## config.mk

```make
export PLATFORM = sky130hd
export DESIGN_NAME = uart_receiver
export DESIGN_NICKNAME = d
export VERILOG_FILES = /design/src/rtl/uart_pkg.sv /design/src/rtl/uart_sync.sv /design/src/rtl/uart_receiver.sv
export SDC_FILE = /design/constraint.sdc
export NUM_CORES = 1
export LEC_CHECK = 0
export CELL_PAD_IN_SITES_DETAIL_PLACEMENT = 0
export CELL_PAD_IN_SITES_GLOBAL_PLACEMENT = 1
export CORE_MARGIN = 5
export CORE_UTILIZATION = 46
export DETAILED_ROUTE_END_ITERATION = 10
export GPL_ROUTABILITY_DRIVEN = 0
export PLACE_DENSITY = 0.87
export SLEW_MARGIN = 20
export SYNTH_ARGS = -nofsm -noshare
export SYNTH_HDL_FRONTEND = slang
export SYNTH_SLANG_ARGS = --single-unit
```

## constraint.sdc

```tcl
create_clock -name clk -period 5.2 [get_ports clk]
set_clock_uncertainty 0.1 [all_clocks]
set_input_delay 0.52 -clock clk [delete_from_list [all_inputs] [get_ports clk]]
set_output_delay 0.52 -clock clk [all_outputs]
set_load 0.03 [all_outputs]
```

## src/rtl/uart_pkg.sv

```systemverilog
// Shared types for the UART receiver slice.
// UART_RX_PARITY_EN adds the PARITY state.
package uart_pkg;

  localparam int DATA_BITS = 8;

  typedef enum logic [2:0] {
    IDLE,
    START,
    DATA,
`ifdef UART_RX_PARITY_EN
    PARITY,
`endif
    STOP,
    WAIT_HIGH
  } state_t;

endpackage

```

## src/rtl/uart_sync.sv

```systemverilog
// Multi-flop synchronizer for the async rxd line.
// Resets to 1 so reset release never looks like a start bit.
module uart_sync #(
  parameter int SYNC_STAGES = 2
) (
  input  logic clk,
  input  logic reset,
  input  logic d_i,
  output logic q_o
);

  logic [SYNC_STAGES-1:0] sync_q;

  always_ff @(posedge clk) begin
    if (reset) begin
      sync_q <= '1;
    end else begin
      sync_q <= (sync_q << 1) | SYNC_STAGES'(d_i);
    end
  end

  assign q_o = sync_q[SYNC_STAGES-1];

endmodule

```

## src/rtl/uart_receiver.sv

```systemverilog
// 8-bit UART receiver, bit-centre sampling, one-cycle strobes.
// Define UART_RX_PARITY_EN for an even-parity bit and parity_error.
module uart_receiver
  import uart_pkg::*;
#(
  parameter int CLK_PER_BIT = 434,
  parameter int SYNC_STAGES = 2
) (
  input  logic                 clk,
  input  logic                 reset,
  input  logic                 rxd,
  output logic [DATA_BITS-1:0] received_data,
  output logic                 data_valid,
  output logic                 framing_error,
`ifdef UART_RX_PARITY_EN
  output logic                 parity_error,
`endif
  output logic                 busy
);

  localparam int CNT_W = $clog2(CLK_PER_BIT);
  localparam logic [CNT_W-1:0] CNT_LAST = CNT_W'(CLK_PER_BIT - 1);
  localparam logic [CNT_W-1:0] CNT_HALF = CNT_W'(CLK_PER_BIT / 2 - 1);
  localparam logic [2:0] BIT_LAST = 3'(DATA_BITS - 1);

  if (CLK_PER_BIT < 4) begin : g_bad_cpb
    $error("uart_receiver: CLK_PER_BIT must be at least 4");
  end

  logic rxd_s;

  uart_sync #(
    .SYNC_STAGES(SYNC_STAGES)
  ) u_sync (
    .clk  (clk),
    .reset(reset),
    .d_i  (rxd),
    .q_o  (rxd_s)
  );

  state_t               state_q, state_d;
  logic [CNT_W-1:0]     cnt_q, cnt_d;
  logic [2:0]           bit_q, bit_d;
  logic [DATA_BITS-1:0] shift_q, shift_d;
  logic [DATA_BITS-1:0] data_q, data_d;
  logic                 dv_q, dv_d;
  logic                 fe_q, fe_d;
`ifdef UART_RX_PARITY_EN
  logic                 pe_q, pe_d;
  logic                 pbad_q, pbad_d;
`endif

  logic tick;
  assign tick = (cnt_q == CNT_LAST);

  always_ff @(posedge clk) begin
    if (reset) begin
      state_q <= IDLE;
      cnt_q   <= '0;
      bit_q   <= '0;
      shift_q <= '0;
      data_q  <= '0;
      dv_q    <= 1'b0;
      fe_q    <= 1'b0;
`ifdef UART_RX_PARITY_EN
      pe_q    <= 1'b0;
      pbad_q  <= 1'b0;
`endif
    end else begin
      state_q <= state_d;
      cnt_q   <= cnt_d;
      bit_q   <= bit_d;
      shift_q <= shift_d;
      data_q  <= data_d;
      dv_q    <= dv_d;
      fe_q    <= fe_d;
`ifdef UART_RX_PARITY_EN
      pe_q    <= pe_d;
      pbad_q  <= pbad_d;
`endif
    end
  end

  always_comb begin
    state_d = state_q;
    cnt_d   = cnt_q;
    bit_d   = bit_q;
    shift_d = shift_q;
    data_d  = data_q;
    dv_d    = 1'b0;
    fe_d    = 1'b0;
`ifdef UART_RX_PARITY_EN
    pe_d    = 1'b0;
    pbad_d  = pbad_q;
`endif
    unique case (state_q)
      IDLE: begin
        if (!rxd_s) begin
          state_d = START;
          cnt_d   = '0;
        end
      end
      START: begin
        if (cnt_q == CNT_HALF) begin
          cnt_d   = '0;
          bit_d   = '0;
          state_d = rxd_s ? IDLE : DATA;
        end else begin
          cnt_d = cnt_q + CNT_W'(1);
        end
      end
      DATA: begin
        if (tick) begin
          cnt_d   = '0;
          shift_d = {rxd_s, shift_q[DATA_BITS-1:1]};
          bit_d   = bit_q + 3'd1;
          if (bit_q == BIT_LAST) begin
`ifdef UART_RX_PARITY_EN
            state_d = PARITY;
`else
            state_d = STOP;
`endif
          end
        end else begin
          cnt_d = cnt_q + CNT_W'(1);
        end
      end
`ifdef UART_RX_PARITY_EN
      PARITY: begin
        if (tick) begin
          cnt_d   = '0;
          pbad_d  = rxd_s != (^shift_q);
          state_d = STOP;
        end else begin
          cnt_d = cnt_q + CNT_W'(1);
        end
      end
`endif
      STOP: begin
        if (tick) begin
          cnt_d = '0;
          // Framing error wins over parity; data only loads on a clean frame.
          if (!rxd_s) begin
            fe_d    = 1'b1;
            state_d = WAIT_HIGH;
`ifdef UART_RX_PARITY_EN
          end else if (pbad_q) begin
            pe_d    = 1'b1;
            state_d = IDLE;
`endif
          end else begin
            data_d  = shift_q;
            dv_d    = 1'b1;
            state_d = IDLE;
          end
        end else begin
          cnt_d = cnt_q + CNT_W'(1);
        end
      end
      WAIT_HIGH: begin
        if (rxd_s) begin
          state_d = IDLE;
        end
      end
      default: begin
        state_d = IDLE;
      end
    endcase
  end

  assign received_data = data_q;
  assign data_valid    = dv_q;
  assign framing_error = fe_q;
`ifdef UART_RX_PARITY_EN
  assign parity_error  = pe_q;
`endif
  assign busy          = (state_q != IDLE);

endmodule

```

# Word-level counts from Yosys, hierarchy flattened
# Cells that the tools add are included.
[op_classes] n_eq_ne=13 bitwise_logic=3 addsub=2 muxes=18 reduce_logical=11
[ops] op="$mux 3" count=9
[ops] op="$mux 9" count=3
[ops] op="$pmux 9 s3" count=1
[ops] op="$pmux 3 s5" count=1
[ops] op="$ne 2x2->1 const B" count=5
[ops] op="$add 9x1->9 const B" count=1
[ops] op="$eq 9x8->1 const B" count=1
[ops] op="$eq 9x9->1 const B" count=1
[ops] op="$eq 3x2->1 const B" count=2
[ops] op="$eq 3x3->1 const B" count=2
[ops] op="$pmux 3 s2" count=1
[ops] op="$reduce_and 3->1" count=2
[ops] op="$reduce_and 6->1" count=1
[ops] op="$reduce_bool 3->1" count=2
[ops] op="$reduce_and 2->1" count=2
[ops] op="$add 3x1->3 const B" count=1
[ops] op="$eq 3x1->1 const B" count=1
[ops] op="$logic_not 3->1" count=1
[ops] op="$reduce_or 3->1" count=1
[ops] op="$mux 1" count=2
[ops] op="$mux 2" count=1
[ops] op="$ne 2x1->1 const B" count=1
[ops] op="$not 1->1" count=2
[ops] op="$or 2x1->2" count=1
[ops] op="other kinds (2)" count=2
[word_totals] ff_bits=35 word_cells=55 input_bits=3

# Longest topological paths before layout
[logic_depth] depth_word=4 depth_mapped=8

# Modules after synthesis
# Synthesis repeated with hierarchy kept, for this count alone.
[unflattened] cells_unflattened=187 area_unflattened_um2=1560.2
[by_module_without_submodules] mod="uart_receiver" n_inst=1 cells_per_inst=183 seq_area_each_um2=660.6 area_each_um2=1507.7
[by_module_without_submodules] mod="uart_sync" n_inst=1 cells_per_inst=4 seq_area_each_um2=40.0 area_each_um2=52.6

# Worst setup path after synthesis
# No wires, ideal clock.
[synth_path] path_type="register to register" startpoint="reg cnt_q[0]" endpoint="reg state_q[1]" required_time_ns=4.979 setup_ns=0.121 arrival_time_ns=1.783 path_stages_with_launch=8 path_buffers=0 path_slack_ns=3.196 synth_period_minus_slack_ns=2.004 path_cell_list="dfxtp_1 -> inv_1 -> ha_1 -> or4b_1 -> nor3_2 -> o41ai_4 -> o21bai_4 -> mux2_4"
[synth_via] elab_chain_cells=3
[synth_rtl] item="from (decl)" line="uart_receiver.sv:42" rtl="logic [CNT_W-1:0] cnt_q, cnt_d;"
[synth_rtl] item="from (signal assigned)" line="uart_receiver.sv:71" rtl="cnt_q <= cnt_d;"
[synth_rtl] item="$eq 9x8->1 or $eq 9x9->1 (tied branches)" line="uart_receiver.sv:104, uart_receiver.sv:54"
[synth_rtl] item="$ne 2x2->1 (no line)"
[synth_rtl] item="$reduce_and 6->1 (no line) *"
[synth_rtl] item="to (signal assigned)" line="uart_receiver.sv:70" rtl="state_q <= state_d;"
[synth_rtl] item="to (decl)" line="uart_receiver.sv:41" rtl="state_t state_q, state_d;"
# Every way passes the cells marked *; elsewhere a longest branch is shown, timed or not.
# A chain may end at the register's enable or synchronous reset.

# Worst setup path in the final report
[layout_path] startpoint="reg cnt_q[0]" endpoint="reg cnt_q[8]"
[layout_via] elab_chain_cells=3
[layout_rtl] item="$add 9x1->9 (tied with other cells)" line="uart_receiver.sv:109, uart_receiver.sv:125, uart_receiver.sv:157"
[layout_rtl] item="$mux 9, on equally long branches" line="uart_receiver.sv:113, uart_receiver.sv:140, uart_receiver.sv:104"
[layout_rtl] item="$pmux 9 s3 *" line="uart_receiver.sv:96" rtl="unique case (state_q)"
# Marks and branches as above.

==> impl_metrics.toml <==
[yosys]
avgSynthCellArea_um2 = 9.28
synth_cells = 174
synth_simple_gate_area_frac = 0.264
synth_xor_xnor_area_share = 0
synth-seq-cells = 35
ys_types = 35
seq_area_frac_synth = 0.434
synth_top_family_by_area = "simple AND/OR/NAND/NOR gates"
synth_nets = 182
synth_mux_area_frac = 0.115
ys_warn_count = 0
synth-compound-area-share = 0.105
synthAdderAreaFrac = 0.0388
syn_area_um2 = 1610

[floorplanning]
start_util = 0.480
core_um2 = 3360
fp.dieArea_um2 = 4790
die_w_um = 69.2
core.rowCount = 21
die_h_um = 69.2
ioPinCount = 14

[critical_path]
critical_path.endpoint_type = "flop"
crit_arrival_ns = 2.67
criticalPathCategory = "reg2reg"
reg2regPathDepth = 7
path_buf_inv = 1
setup.worst_path.start_class = "flop"
cp_common_cell = "or4b_1"
r2r-start = "cnt_q[0]"
critPathSlowestCell = "o41ai_4"
path_delay_family = "compound AO/OA/AOI/OAI gates"
required_ns = 5.37
crit_fanout = 19
cpPeakStageDelay_ns = 0.75
ff2ff_setup_slack_ns = 2.70
path_cells = "inv_1 > ha_1 > or4b_1 > nor3_2 > o41ai_4 > or4b_1 > a31oi_1"
r2r_end = "cnt_q[8]"

[sta]
slew_violations = 0
hold_viol_final = 0
rsz0062_at_grt = "no"
setup_viol = 0
worst_slew_pin_slew_ns = 0.937
setup_tns_ns = 0
min_period_over_period = 0.480
maxSlewHeadroom = 0.373
period_needed_ns = 2.50
max_freq_ghz = 0.401

[detailed_routing]
first_pass_iters = 4
post_drt_via_cell_ratio = 5.22
vias = 1216
wire_per_inst_um = 12.6
routed_wl_mm = 2.94
drcViolationCount = 0
final_antenna_net_count = 0
detail_route.iter0.violations = 69

[cts]
cts_sinks = 35
cts_tree = "built"
cts.clk_slew.worst_paths_ns = 0.11
hold_buffers = 0
clockBufferDepth = 2
ctsResizeCount = 0
root_buffer = "clkbuf_4"
clkLatencyLatePin_ns = 0.34
cts_max_level = 2
postCtsSetupRepairBufs = 0
cts_buffers = 5

[worst_hold_path]
hp-start = "u_sync.sync_q[0]"
hp-class = "reg2reg"
hold-path-endpoint = "u_sync.sync_q[1]"
min_path_cells = 1

[final_layout]
diodes = 0
fin_nets = 194
syn_to_final_growth_pct = 14.5
drive_above_1_share = 0.128

[run_status]
status = "finished clean"

[placement]
post-dp-hpwl_mm = 2.04
io_buffers = 13

[global_route]
grt_max_degree = 36
grt-ovfl-total = 0
grtUsageTotal = 0.131
antenna_found_initial = 0
grt_pass1_vias = 1153
grt_pass1_wl_mm = 5.20

[power]
ir_drop_mv = 0.248
static-leakage-power_nw = 0.623
powerDensity_nw_per_um2 = 272
power.total_mw = 0.503

[run]
cap_violations = 0
==> how the worst max path moves through the flow <==
stage                        start    endpoint  slack, ns  depth (start not counted)
final                     cnt_q[0]    cnt_q[8]       2.70                          7
after global routing      cnt_q[0]    cnt_q[8]       2.54                          7
after CTS                 cnt_q[0]    cnt_q[8]       2.68                          7
after detailed placement  cnt_q[0]    cnt_q[8]       2.69                          7
after global placement    cnt_q[0]  state_q[1]       2.71                          7
after floorplan           cnt_q[0]  state_q[1]       3.20                          7
==> cell type report <==
class / count / area, um^2
timing repair buffer: 15 / 145
sequential: 35 / 701
tap: 46 / 57.6
multi-input combinational: 125 / 845
clock buffer: 5 / 37.5
clock inverter: 3 / 47.5
inverter: 4 / 15.0
fill: 335 / 1520
==> worst reg2reg max path: cells and delay by family, from the launching register on <==
kind,cells,cell delay (ns)
buffers and inverters,1,0.08
AND/OR/NAND/NOR,3,0.72
flip-flops,1,0.42
AO/OA/AOI/OAI,2,0.91
adder cells (fa/ha/maj),1,0.19
==> metal layers <==
metal / vias to the layer above / global-route usage / share of wire
li1: 629 / - / -
met1: 564 / 0.159 / 0.48
met2: 18 / 0.214 / 0.46
met3: 5 / 0.0391 / 0.039
met4: 0 / 0.0586 / 0.014
met5: - / 0 / 0
==> placed cells by master, fill, tap and decap left out, types with 2 or more instances in the layout <==
cell type / netlist / routed
nor2_1: 28 / 28
or3_1: 4 / 4
inv_1: 3 / 3
buf_4: 1 / 2
nand2_1: 17 / 17
nand3_1: 10 / 10
a21oi_1: 4 / 4
mux2i_1: 17 / 17
or2_2: 4 / 4
nor2b_1: 2 / 2
nand2b_1: 2 / 2
or4b_1: 2 / 2
clkdlybuf4s50_1: 0 / 13
nor3_1: 5 / 5
ha_1: 5 / 5
a22oi_1: 3 / 3
nand3b_1: 2 / 2
clkbuf_4: 0 / 5
a31oi_1: 7 / 7
dfxtp_1: 35 / 35
==> logic make-up after synthesis <==
logic type	Yosys count
AND/OR/NAND/NOR	82
multiplexers	18
adder cells (fa/ha/maj)	5
buffers and inverters	14
AO/OA/AOI/OAI	20
flip-flops	35
==> synth_stat cells (all sizes together) <==
master  count  area [um^2]
inv         4         15.0
o21ai       2         21.3
clkbuf      4         15.0
nor2       28          105
nor4        1         12.5
nor4b       1         23.8
a22oi       3         22.5
o21bai      2         26.3
nor3        6         35.0
nand4       1         6.26
nor2b       2         12.5
or3         4         25.0
buf         6         38.8
or4b        3         33.8
nand3b      2         15.0
a21oi       4         20.0
a31o        1         8.76
nand3      10         50.1
nand2b      2         12.5
or2         4         25.0
a31oi       7         43.8
mux2        1         15.0
and2        1         6.26
ha          5         62.6
mux2i      17          170
dfxtp      35          701
o41ai       1         27.5
nand2      17         63.8
==> metrics by stage <==
stage	setup WS (ns)	util	hold WS [ns]	instances	instance area [um^2]
3_3_place_gp	2.71	0.524	0.293	225	1760
6_report	2.70	0.549	0.324	233	1850
5_1_grt	2.54	0.549	0.350	233	1850
2_1_floorplan	3.20	-	0.289	174	1610
4_1_cts	2.68	0.549	0.328	233	1850
3_5_place_dp	2.69	0.524	0.300	225	1760
==> flip-flops by register name, indices dropped and copies added, names as in the netlist <==
| register | count |
|---|---|
| bit_q | 3 |
| cnt_q | 9 |
| state_q | 3 |
| framing_error | 1 |
| shift_q | 8 |
| data_valid | 1 |
| u_sync.sync_q | 2 |
| received_data | 8 |
==> power breakdown <==
group | leakage [nW] | internal [mW] | switching [mW]
sequential | 0.282 | 0.270 | 0.00383
combinational | 0.295 | 0.0103 | 0.0164
clock | 0.0458 | 0.104 | 0.0985
total | 0.623 | 0.384 | 0.119
(Power assumes the default switching activity.)
==> RTL change, RTL diff (same flow settings) <==
The option `UART_RX_PARITY_EN` is turned on by a define.
--- a/src/rtl/uart_pkg.sv
+++ b/src/rtl/uart_pkg.sv
@@ -1,5 +1,7 @@
 // Shared types for the UART receiver slice.
 // UART_RX_PARITY_EN adds the PARITY state.
+`define UART_RX_PARITY_EN
+
 package uart_pkg;
 
   localparam int DATA_BITS = 8;
Check against the original RTL (old outputs only; new: parity_error): no difference found for any inputs over 10 cycles, from zero or initial values and one cycle with reset high; that may be too few to reach the edited logic, so the function may still have changed.
==> RTL change against the original RTL <==
- combinational power up 97%
- area after synthesis up 10%
- fmax up 6.5%
- total power up 18%
- worst setup slack better by 0.15 ns
- worst hold slack worse by 0.0087 ns
- cell area up 10%
- sequential cell count up 2
- routed wire length up 18%
==> RTL change: results (changes against the original RTL) <==
Parameter                              Value

Run status
  Run status    finished clean (unchanged)

Finish
  Number of nets in the layout    216 (was 194)
  Number of antenna diodes    0 (unchanged)
  Final Instance Count excl. Fillers    257 (was 233)
  Largest register FFs    9 (unchanged)
  Share of final-layout standard cells stronger than drive strength 1    8.134% (was 12.83%)

Global routing
  Largest net degree at the start of global routing    38 (was 36)
  All-layer global routing usage    15.01% (was 13.12%)

Critical path
  CP max stage delay    0.61 ns (was 0.75 ns)
  Reg-to-reg slack, setup    3.00 ns (was 2.70 ns)
  CP Data Arrival Time    1.72 ns (was 2.67 ns)
  RR Endpoint    bit_q[1] (was cnt_q[8])
  Family of cells with the greatest summed delay on the critical path    buffers and inverters (was compound AO/OA/AOI/OAI gates)
  Highest-delay cell along the critical path    sky130_fd_sc_hd__clkdlybuf4s50_1 (was sky130_fd_sc_hd__o41ai_4)
  Number of cells traversed by the worst register-to-register path    5 (was 7)
  RR Startpoint    state_q[1] (was cnt_q[0])
  Crit path launch    state_q[2] (was cnt_q[0])
  Highest net fanout along the worst path    11 (was 19)
  Classification of the worst setup path    register to output pin (was register to register)

Drt
  Routed vias/inst    5.307 (was 5.219)
  DRT Wirelength    3461 microns (was 2944 microns)
  Total length of routed met3 wires    87 microns (was 115 microns)
  Detailed router's first-iteration violation count    91 (was 69)
  Detailed route wirelength on metal2    1799 microns (was 1366 microns)
  Met1 wire length    1516 microns (was 1421 microns)

Placement
  DPL Wire Length    2411 microns (was 2037 microns)
  Number of cells in the design after placement    249 (was 225)
  Buffers added on ports    14 (was 13)

Pwr
  Internal    450.6 uW (was 384.0 uW)
  Leakage Power    0.0007755 uW (was 0.0006234 uW)
  Maximum ir drop on the vdd rail    153.7 uV (was 247.9 uV)

Synthesis
  Synthesized net count    206 (was 182)
  Post-synth cell types    45 (was 35)
  Sequential area share after synthesis    41.69% (was 43.41%)
  Synth Area per Inst    8.973 sq um (was 9.276 sq um)

Clocking
  Clock latency on the worst-skew pair    0.29 ns (was 0.34 ns)
  Buffer type at the clock tree root    sky130_fd_sc_hd__clkbuf_8 (was sky130_fd_sc_hd__clkbuf_4)
  Clock transition at the registers of the reported paths    0.07 ns (was 0.11 ns)
==> RTL change: changes by cell type after synthesis, sizes merged, moves of 3 or more <==
cell,change
nor2,+6
xnor2,+5
mux2i,+3
clkbuf,+3
xor2,+3
a31oi,-3
o21ai,+3
or3,-3
nand3,-3
==> RTL change: power by group through the flow <==
stage,Sequential (uW),Clock (uW),Combinational (uW)
finish,294,245,52.5
global route,295,268,59.8
CTS,294,254,52.7
detailed placement,300,0,52.3
global placement,300,0,50.7
floorplan,296,0,45.0
==> RTL change: final cells by class <==
type / instances / area, sq um
multi-input cells: 146 / 960.9
clock buffers: 6 / 72.57
flip-flops and latches: 37 / 740.7
fillers: 382 / 1657
clock inverters: 2 / 38.79
inverters: 3 / 11.26
repair buffers: 15 / 147.6
well taps: 48 / 60.06
==> RTL change: per-layer routing <==
| metal | GRT usage [%] | vias up |
|---|---|---|
| met3 | 4.432 | 5 |
| met5 | 0 | - |
| met1 | 16.85 | 644 |
| met2 | 25.78 | 15 |
| met4 | 7.307 | 0 |
| li1 | - | 700 |
==> RTL change: logic make-up (layout without fill, tap and decap cells) <==
family / count (synthesis) / after routing / synth area share (%)
xor gates and xnor gates: 9 / 9 / 5.211
adders and majority gates: 5 / 5 / 3.521
AOI/OAI and AO/OA: 22 / 22 / 7.958
and+or+nand+nor: 89 / 89 / 25.49
DFF: 37 / 37 / 41.69
muxes: 21 / 21 / 11.90
buffers and inverters: 15 / 26 / 4.225
==> RTL change: worst register-to-register path, cell delays in order, from the launching register on <==
cell and delay [ns]:
sky130_fd_sc_hd__dfxtp_1 0.49, sky130_fd_sc_hd__nor3b_1 0.39, sky130_fd_sc_hd__or3b_2 0.66, sky130_fd_sc_hd__o21ai_2 0.16, sky130_fd_sc_hd__mux2i_1 0.24, sky130_fd_sc_hd__nor2_1 0.05
==> RTL change: worst max-delay path by stage <==
stage	end	slack [ns]	cells after the start
after detailed placement	bit_q[1]	3.00	5
after CTS	busy	2.85	2
after global routing	busy	2.79	2
after global placement	bit_q[1]	3.13	5
after floorplan	received_data[0]	3.35	7
final	busy	2.86	2
==> RTL change: through the flow <==
step	util (%)	instance area (sq um)	total power, uW	setup WS, ns
global route	55.09	2032	623.4	2.792
detailed placement	52.07	1921	352.8	2.999
finish	55.09	2032	591.6	2.856
floorplan	-	1777	341.3	3.353
global placement	52.07	1921	351.0	3.128
CTS	55.09	2032	600.8	2.847
